===== config.mk =====
export PLATFORM = sky130hd
export DESIGN_NAME = param_shift_reg_flat
export DESIGN_NICKNAME = d
export VERILOG_FILES = /design/src/rtl/param_shift_reg_pkg.sv /design/src/rtl/param_shift_reg_if.sv /design/src/rtl/param_shift_reg_sat_counter.sv /design/src/rtl/param_shift_reg.sv /design/src/flat_wrapper.sv
export SDC_FILE = /design/constraint.sdc
export NUM_CORES = 1
export LEC_CHECK = 0
export ABC_AREA = 1
export ABC_CLOCK_PERIOD_IN_PS = 1900
export CORE_AREA = 2 2 39 41
export CTS_CLUSTER_DIAMETER = 80
export DETAILED_ROUTE_END_ITERATION = 12
export DIE_AREA = 0 0 41 43
export PLACE_DENSITY = 0.76
export SETUP_SLACK_MARGIN = 0.4
export SLEW_MARGIN = 15
export SYNTH_ARGS = -nofsm -noshare
export SYNTH_HDL_FRONTEND = slang
export SYNTH_SLANG_ARGS = --single-unit

===== constraint.sdc =====
create_clock -name clk -period 1.9 [get_ports clk]
set_clock_uncertainty 0.05 [all_clocks]
set_input_delay 0.285 -clock clk [delete_from_list [all_inputs] [get_ports clk]]
set_output_delay 0.285 -clock clk [all_outputs]
set_load 0.1 [all_outputs]

===== src/rtl/param_shift_reg_pkg.sv =====
// rtl/param_shift_reg_pkg.sv - mode encoding and count-width helper for param_shift_reg
//   mode_e      : HOLD / SHR / SHL / LOAD operation codes carried on the mode bus
//   count_width : bits needed to hold an occupancy value 0..depth
package shift_pkg;

  typedef enum logic [1:0] {
    MODE_HOLD = 2'b00,
    MODE_SHR  = 2'b01,
    MODE_SHL  = 2'b10,
    MODE_LOAD = 2'b11
  } mode_e;

  function automatic int count_width(input int depth);
    return (depth < 1) ? 1 : $clog2(depth + 1);
  endfunction

endpackage


===== src/rtl/param_shift_reg_if.sv =====
// rtl/param_shift_reg_if.sv - control, data and status bundle of param_shift_reg
//   master : drives en/mode/rotate/flush/sin/pin, observes pout/msb_out/lsb_out/count/full
//   slave  : the shift register side of the same signals
interface param_shift_reg_if #(
  parameter int WIDTH = 1,
  parameter int DEPTH = 4
);
  import shift_pkg::*;

  localparam int CW = count_width(DEPTH);

  logic                   en;
  logic [1:0]             mode;
  logic                   rotate;
  logic                   flush;
  logic [WIDTH-1:0]       sin;
  logic [WIDTH*DEPTH-1:0] pin;
  logic [WIDTH*DEPTH-1:0] pout;
  logic [WIDTH-1:0]       msb_out;
  logic [WIDTH-1:0]       lsb_out;
  logic [CW-1:0]          count;
  logic                   full;

  modport master (
    output en, mode, rotate, flush, sin, pin,
    input  pout, msb_out, lsb_out, count, full
  );

  modport slave (
    input  en, mode, rotate, flush, sin, pin,
    output pout, msb_out, lsb_out, count, full
  );

endinterface


===== src/rtl/param_shift_reg_sat_counter.sv =====
// rtl/param_shift_reg_sat_counter.sv - saturating occupancy counter with full flag
//   clk, reset : clock and synchronous active-high reset
//   clear      : force count to 0 (wins over load_max and inc)
//   load_max   : force count to MAX
//   inc        : increment, sticking at MAX
//   count, full: registered occupancy and (count == MAX)
module sat_counter #(
  parameter int MAX = 4,
  parameter int CW  = 3
) (
  input  logic          clk,
  input  logic          reset,
  input  logic          clear,
  input  logic          load_max,
  input  logic          inc,
  output logic [CW-1:0] count,
  output logic          full
);

  localparam logic [CW-1:0] MAX_V = CW'(MAX);

  logic [CW-1:0] count_d, count_q;
  logic          full_d, full_q;

  always_comb begin
    count_d = count_q;
    if (clear) begin
      count_d = '0;
    end else if (load_max) begin
      count_d = MAX_V;
    end else if (inc && (count_q != MAX_V)) begin
      count_d = count_q + CW'(1);
    end
    // full is kept as its own flop so the output stays a pure register view
    full_d = (count_d == MAX_V);
  end

  always_ff @(posedge clk) begin
    if (reset) begin
      count_q <= '0;
      full_q  <= 1'b0;
    end else begin
      count_q <= count_d;
      full_q  <= full_d;
    end
  end

  assign count = count_q;
  assign full  = full_q;

endmodule


===== src/rtl/param_shift_reg.sv =====
// rtl/param_shift_reg.sv - parameterised bidirectional shift register with rotate, load and occupancy
//   clk, reset : clock and synchronous active-high reset
//   bus        : slave side of param_shift_reg_if (controls, serial/parallel data, status)
module param_shift_reg
  import shift_pkg::*;
#(
  parameter int WIDTH = 1,
  parameter int DEPTH = 4
) (
  input  logic              clk,
  input  logic              reset,
  param_shift_reg_if.slave  bus
);

  localparam int CW = count_width(DEPTH);

  logic [WIDTH-1:0]       stage_d [DEPTH];
  logic [WIDTH-1:0]       stage_q [DEPTH];
  logic [WIDTH*DEPTH-1:0] pout_w;
  logic                   cnt_load;
  logic                   cnt_inc;
  mode_e                  mode_s;

  assign mode_s = mode_e'(bus.mode);

  always_comb begin
    stage_d  = stage_q;
    cnt_load = 1'b0;
    cnt_inc  = 1'b0;
    if (bus.flush) begin
      for (int k = 0; k < DEPTH; k++) stage_d[k] = '0;
    end else if (bus.en) begin
      case (mode_s)
        MODE_SHR: begin
          for (int k = 1; k < DEPTH; k++) stage_d[k] = stage_q[k-1];
          stage_d[0] = bus.rotate ? stage_q[DEPTH-1] : bus.sin;
          // a rotated element is not new, so occupancy only grows from sin
          cnt_inc    = ~bus.rotate;
        end
        MODE_SHL: begin
          for (int k = 0; k < DEPTH-1; k++) stage_d[k] = stage_q[k+1];
          stage_d[DEPTH-1] = bus.rotate ? stage_q[0] : bus.sin;
          cnt_inc          = ~bus.rotate;
        end
        MODE_LOAD: begin
          for (int k = 0; k < DEPTH; k++) stage_d[k] = bus.pin[k*WIDTH +: WIDTH];
          cnt_load = 1'b1;
        end
        default: ;
      endcase
    end
  end

  always_ff @(posedge clk) begin
    if (reset) begin
      for (int k = 0; k < DEPTH; k++) stage_q[k] <= '0;
    end else begin
      for (int k = 0; k < DEPTH; k++) stage_q[k] <= stage_d[k];
    end
  end

  sat_counter #(
    .MAX (DEPTH),
    .CW  (CW)
  ) u_count (
    .clk      (clk),
    .reset    (reset),
    .clear    (bus.flush),
    .load_max (cnt_load),
    .inc      (cnt_inc),
    .count    (bus.count),
    .full     (bus.full)
  );

  always_comb begin
    pout_w = '0;
    for (int k = 0; k < DEPTH; k++) pout_w[k*WIDTH +: WIDTH] = stage_q[k];
  end

  assign bus.pout    = pout_w;
  assign bus.msb_out = stage_q[DEPTH-1];
  assign bus.lsb_out = stage_q[0];

endmodule


===== src/flat_wrapper.sv =====
// flat-port wrapper written by rule: the top's interface ports become plain ports
module param_shift_reg_flat import shift_pkg::*;
#(
  parameter int WIDTH = 1,
  parameter int DEPTH = 4
)
  (clk, reset, bus_en, bus_mode, bus_rotate, bus_flush, bus_sin, bus_pin, bus_pout, bus_msb_out, bus_lsb_out, bus_count, bus_full);
  param_shift_reg_if #(.WIDTH(WIDTH), .DEPTH(DEPTH)) bus_i ();
  input  logic clk;
  input  logic reset;
  input wire logic [$bits(bus_i.en)-1:0] bus_en;
  input wire logic [$bits(bus_i.mode)-1:0] bus_mode;
  input wire logic [$bits(bus_i.rotate)-1:0] bus_rotate;
  input wire logic [$bits(bus_i.flush)-1:0] bus_flush;
  input wire logic [$bits(bus_i.sin)-1:0] bus_sin;
  input wire logic [$bits(bus_i.pin)-1:0] bus_pin;
  output wire logic [$bits(bus_i.pout)-1:0] bus_pout;
  output wire logic [$bits(bus_i.msb_out)-1:0] bus_msb_out;
  output wire logic [$bits(bus_i.lsb_out)-1:0] bus_lsb_out;
  output wire logic [$bits(bus_i.count)-1:0] bus_count;
  output wire logic [$bits(bus_i.full)-1:0] bus_full;
  assign bus_i.en = bus_en;
  assign bus_i.mode = bus_mode;
  assign bus_i.rotate = bus_rotate;
  assign bus_i.flush = bus_flush;
  assign bus_i.sin = bus_sin;
  assign bus_i.pin = bus_pin;
  assign bus_pout = bus_i.pout;
  assign bus_msb_out = bus_i.msb_out;
  assign bus_lsb_out = bus_i.lsb_out;
  assign bus_count = bus_i.count;
  assign bus_full = bus_i.full;
  param_shift_reg #(.WIDTH(WIDTH), .DEPTH(DEPTH)) u_core (.clk(clk), .reset(reset), .bus(bus_i));
endmodule

==> impl_metrics.env <==
export IMPL_synth_common_cells="nand2_1 (25), inv_1 (10), dfxtp_1 (8), ha_1 (5), nand3_1 (5)"
export IMPL_power_frac_clock_pct=31.3
export IMPL_worst_setup_hold_path_clk_slew_ns=0.06
export IMPL_place_gp_congestion=0.735
export IMPL_tritoncts="done"
export IMPL_number_of_remaining_drc_errors=0
export IMPL_r2r_end="u_core.u_count.full"
export IMPL_worstPathArrival_ns=1.41
export IMPL_post_route_period_util_pct=69.1
export IMPL_cts_sinks=8
export IMPL_cp_data_required_time_ns=1.99
export IMPL_drive_above_1_share_pct=31.1
export IMPL_share_comb_of_total_power_pct=29.9
export IMPL_maximum_number_of_pins_on_one_net_before_global_route_repair=9
export IMPL_whs_path_depth=2
export IMPL_timing_worst_setup_path_type="in -> reg"
export IMPL_final_max_slew_violation_count=0
export IMPL_timing_fmax_ghz=0.762
export IMPL_synth_enable_flop_cells=0
export IMPL_synth_most_common_cell="nand2_1"
export IMPL_timing_hold_violations_final=0
export IMPL_routed_vias=571
export IMPL_final_cell_count_no_fill=119
export IMPL_fp_dieArea_um2=1760
export IMPL_cts_path_max_buffers=2
export IMPL_reg2reg_setup_slack_ns=0.64
export IMPL_cts_hold_buffers_added=0
export IMPL_hold_endpoint="u_core.bus.msb_out"
export IMPL_timing_max_slew_rel_slack_pct=81.9
export IMPL_detail_route_antenna_nets=0
export IMPL_synth_largest_type_area_fraction_pct=28.4
export IMPL_synth_net_count=97
export IMPL_post_cts_buffers=0
export IMPL_pwr_density_cell_nw_per_um2=563
export IMPL_cts_root_buffer_cell="clkbuf_4"
export IMPL_n_fill_cell=138
export IMPL_worstSetupStartpoint="bus_mode[1]"
export IMPL_p_seq_share_pct=38.9
export IMPL_netlist_instances=80
export IMPL_synth_lib_cells_used_distinct=16
export IMPL_area_delta_synth_final_pct=42.2
export IMPL_ys_top_cells_by_area="dfxtp_1 (28%), nand2_1 (17%), ha_1 (11%), inv_1 (6.7%), a41oi_1 (6.2%)"
export IMPL_ys_dominant_reg_cell="dfxtp_1"
export IMPL_internal_power_w=0.000298
export IMPL_globalRouteOverflowTotal=0
export IMPL_critical_path_peak_fanout=3
export IMPL_rsz0062_at_grt="no"
export IMPL_cts_buffers=3
export IMPL_timing_final_setup_violations=0
export IMPL_finalNetCount=121
export IMPL_finalWirelength_um=1200
export IMPL_hold_path_startpoint="u_core.bus.pout[2]"
export IMPL_timing_setup_tns_ns=0
export IMPL_finalWorstPathRequiredPeriod_ns=1.31
export IMPL_worstSkewPairLatency_ns=0.25
export IMPL_wire_length_of_the_first_global_routing_pass_um=1840
export IMPL_worst_setup_ep_type="flop"
export IMPL_h_tree_depth=1
export IMPL_placed_cell_count=115
export IMPL_die_height_um=43
export IMPL_initial_utilization_pct=40.7
export IMPL_grt_usage_pct=14.8
export IMPL_seq_area_frac_synth_pct=28.4
export IMPL_postSynthRegisterBits=8
export IMPL_timing_rr_start="u_core.u_count.count[0]"
export IMPL_synth_warnings=0
export IMPL_number_of_gates_resized_after_cts=4
export IMPL_asyncSetResetFlopFracSynth_pct=0
export IMPL_yosys_area_top_type="dfxtp_1"
export IMPL_switchingPower_w=0.000153
export IMPL_worst_ir_drop_vdd_mv=0.398
export IMPL_power_switching_fraction_pct=34.0
export IMPL_detailedRoute_firstPassIterationCount=5
export IMPL_first_iter_violations=9
export IMPL_rr_worst_depth=9
export IMPL_floorplan_core_area_um2=1380
export IMPL_diodes=0
export IMPL_antenna_found_initial=0
export IMPL_place_detailed_hpwl_um=954
export IMPL_outcome="complete, no violations"
export IMPL_cp_start_kind="input pin"
export IMPL_via_count_of_the_first_global_routing_pass=523
export IMPL_drt_vias_per_instance=4.80
export IMPL_postSynthAreaPerCell_um2=7.04
export IMPL_max_cap_viol_count=0
export IMPL_die_w_um=41
export IMPL_worst_slew_pin_slew_ns=0.272
export IMPL_rows=14
export IMPL_drt_wirelength_per_cell_um=10.1
export IMPL_numPortBuffers=21
export IMPL_pin_count=22
export IMPL_synth_area_um2=563
export IMPL_p_leak_nw=0.375
export IMPL_timing_hold_worst_class="reg -> reg"
==> cell type report <==
class                      instances  area [um^2]  share of cell area [%]
tap                               16         20.0                    2.50
clock buffer                       4         26.3                    3.28
timing repair buffer              21          183                    22.8
multi-input combinational         58          354                    44.2
sequential                         8          171                    21.4
inverter                          12         46.3                    5.78
==> worst max-delay path, cell delays in order <==
cell and delay [ns]:
dlygate4sd2_1 0.23, inv_1 0.08, ha_4 0.27, inv_1 0.04
nor2_1 0.13, nand3_2 0.11, nand2_1 0.09, nand3_2 0.07
nand2_2 0.07, inv_1 0.04
==> layer usage <==
metal	wire [um]	track usage [%]	share of wire [%]	vias to the layer above
li1	-	-	-	300
met1	518	16.1	43	254
met2	599	26.6	50	17
met3	86	4.71	7.1	0
met4	0	2.00	0	0
met5	0	0	0	-
==> power groups by stage <==
stage	logic (W)	clock network, W	registers (W)
detailed placement	0.000132	0	0.000179
CTS	0.000135	0.000147	0.000175
global placement	0.000132	0	0.000179
finish	0.000135	0.000141	0.000175
floorplan	0.0000572	0	0.000211
global route	0.000143	0.000151	0.000176
==> kinds of logic after synthesis <==
kind of cell | after synthesis | synth area share [%]
DFF | 8 | 28.4
and+or+nand+nor | 44 | 38.9
buffers and inverters | 14 | 10.9
adders and majority gates | 5 | 11.1
AOI/OAI and AO/OA | 9 | 10.7
==> sequential cells by signal, indices dropped and copies added, names as in the netlist <==
register / cells
u_core.u_count.full: 1
u_core.bus.pout: 2
u_core.u_count.count: 3
u_core.bus.lsb_out: 1
u_core.bus.msb_out: 1
==> layout by cell type, fill, tap and decap left out <==
master	instances
nand2_1	25
buf_4	10
inv_1	9
clkdlybuf4s50_1	9
nand3_1	5
nor2_1	4
o21ai_0	4
a41oi_1	4
ha_1	4
nor2_4	3
nand2_2	3
clkbuf_4	3
dfxtp_2	3
dfxtp_1	3
inv_2	2
nor2_2	2
nand3_2	2
dlygate4sd2_1	2
dfxtp_4	2
clkinv_2	1
a21oi_1	1
ha_4	1
clkbuf_1	1
==> worst max path at each step <==
stage / endpoint / slack (ns) / cells after the start
finish: u_core.u_count.count[2] / 0.59 / 10
global route: u_core.u_count.count[2] / 0.47 / 10
CTS: u_core.u_count.full / 0.60 / 10
detailed placement: u_core.u_count.full / 0.07 / 10
global placement: u_core.u_count.count[2] / 0.09 / 10
floorplan: u_core.u_count.full / 0.44 / 9
==> metrics by stage <==
| stage | area, um^2 | power [W] | util, % | hold WS [ns] | worst slack [ns] |
|---|---|---|---|---|---|
| 6_report | 801 | 0.000451 | 57.9 | 0.471 | 0.587 |
| 5_1_grt | 801 | 0.000469 | 57.9 | 0.502 | 0.472 |
| 4_1_cts | 801 | 0.000457 | 57.9 | 0.480 | 0.602 |
| 3_5_place_dp | 764 | 0.000311 | 55.2 | 0.463 | 0.0696 |
| 3_3_place_gp | 764 | 0.000311 | 55.2 | 0.478 | 0.0876 |
| 2_1_floorplan | 574 | 0.000269 | - | 0.298 | 0.443 |
(Power assumes the default switching activity.)
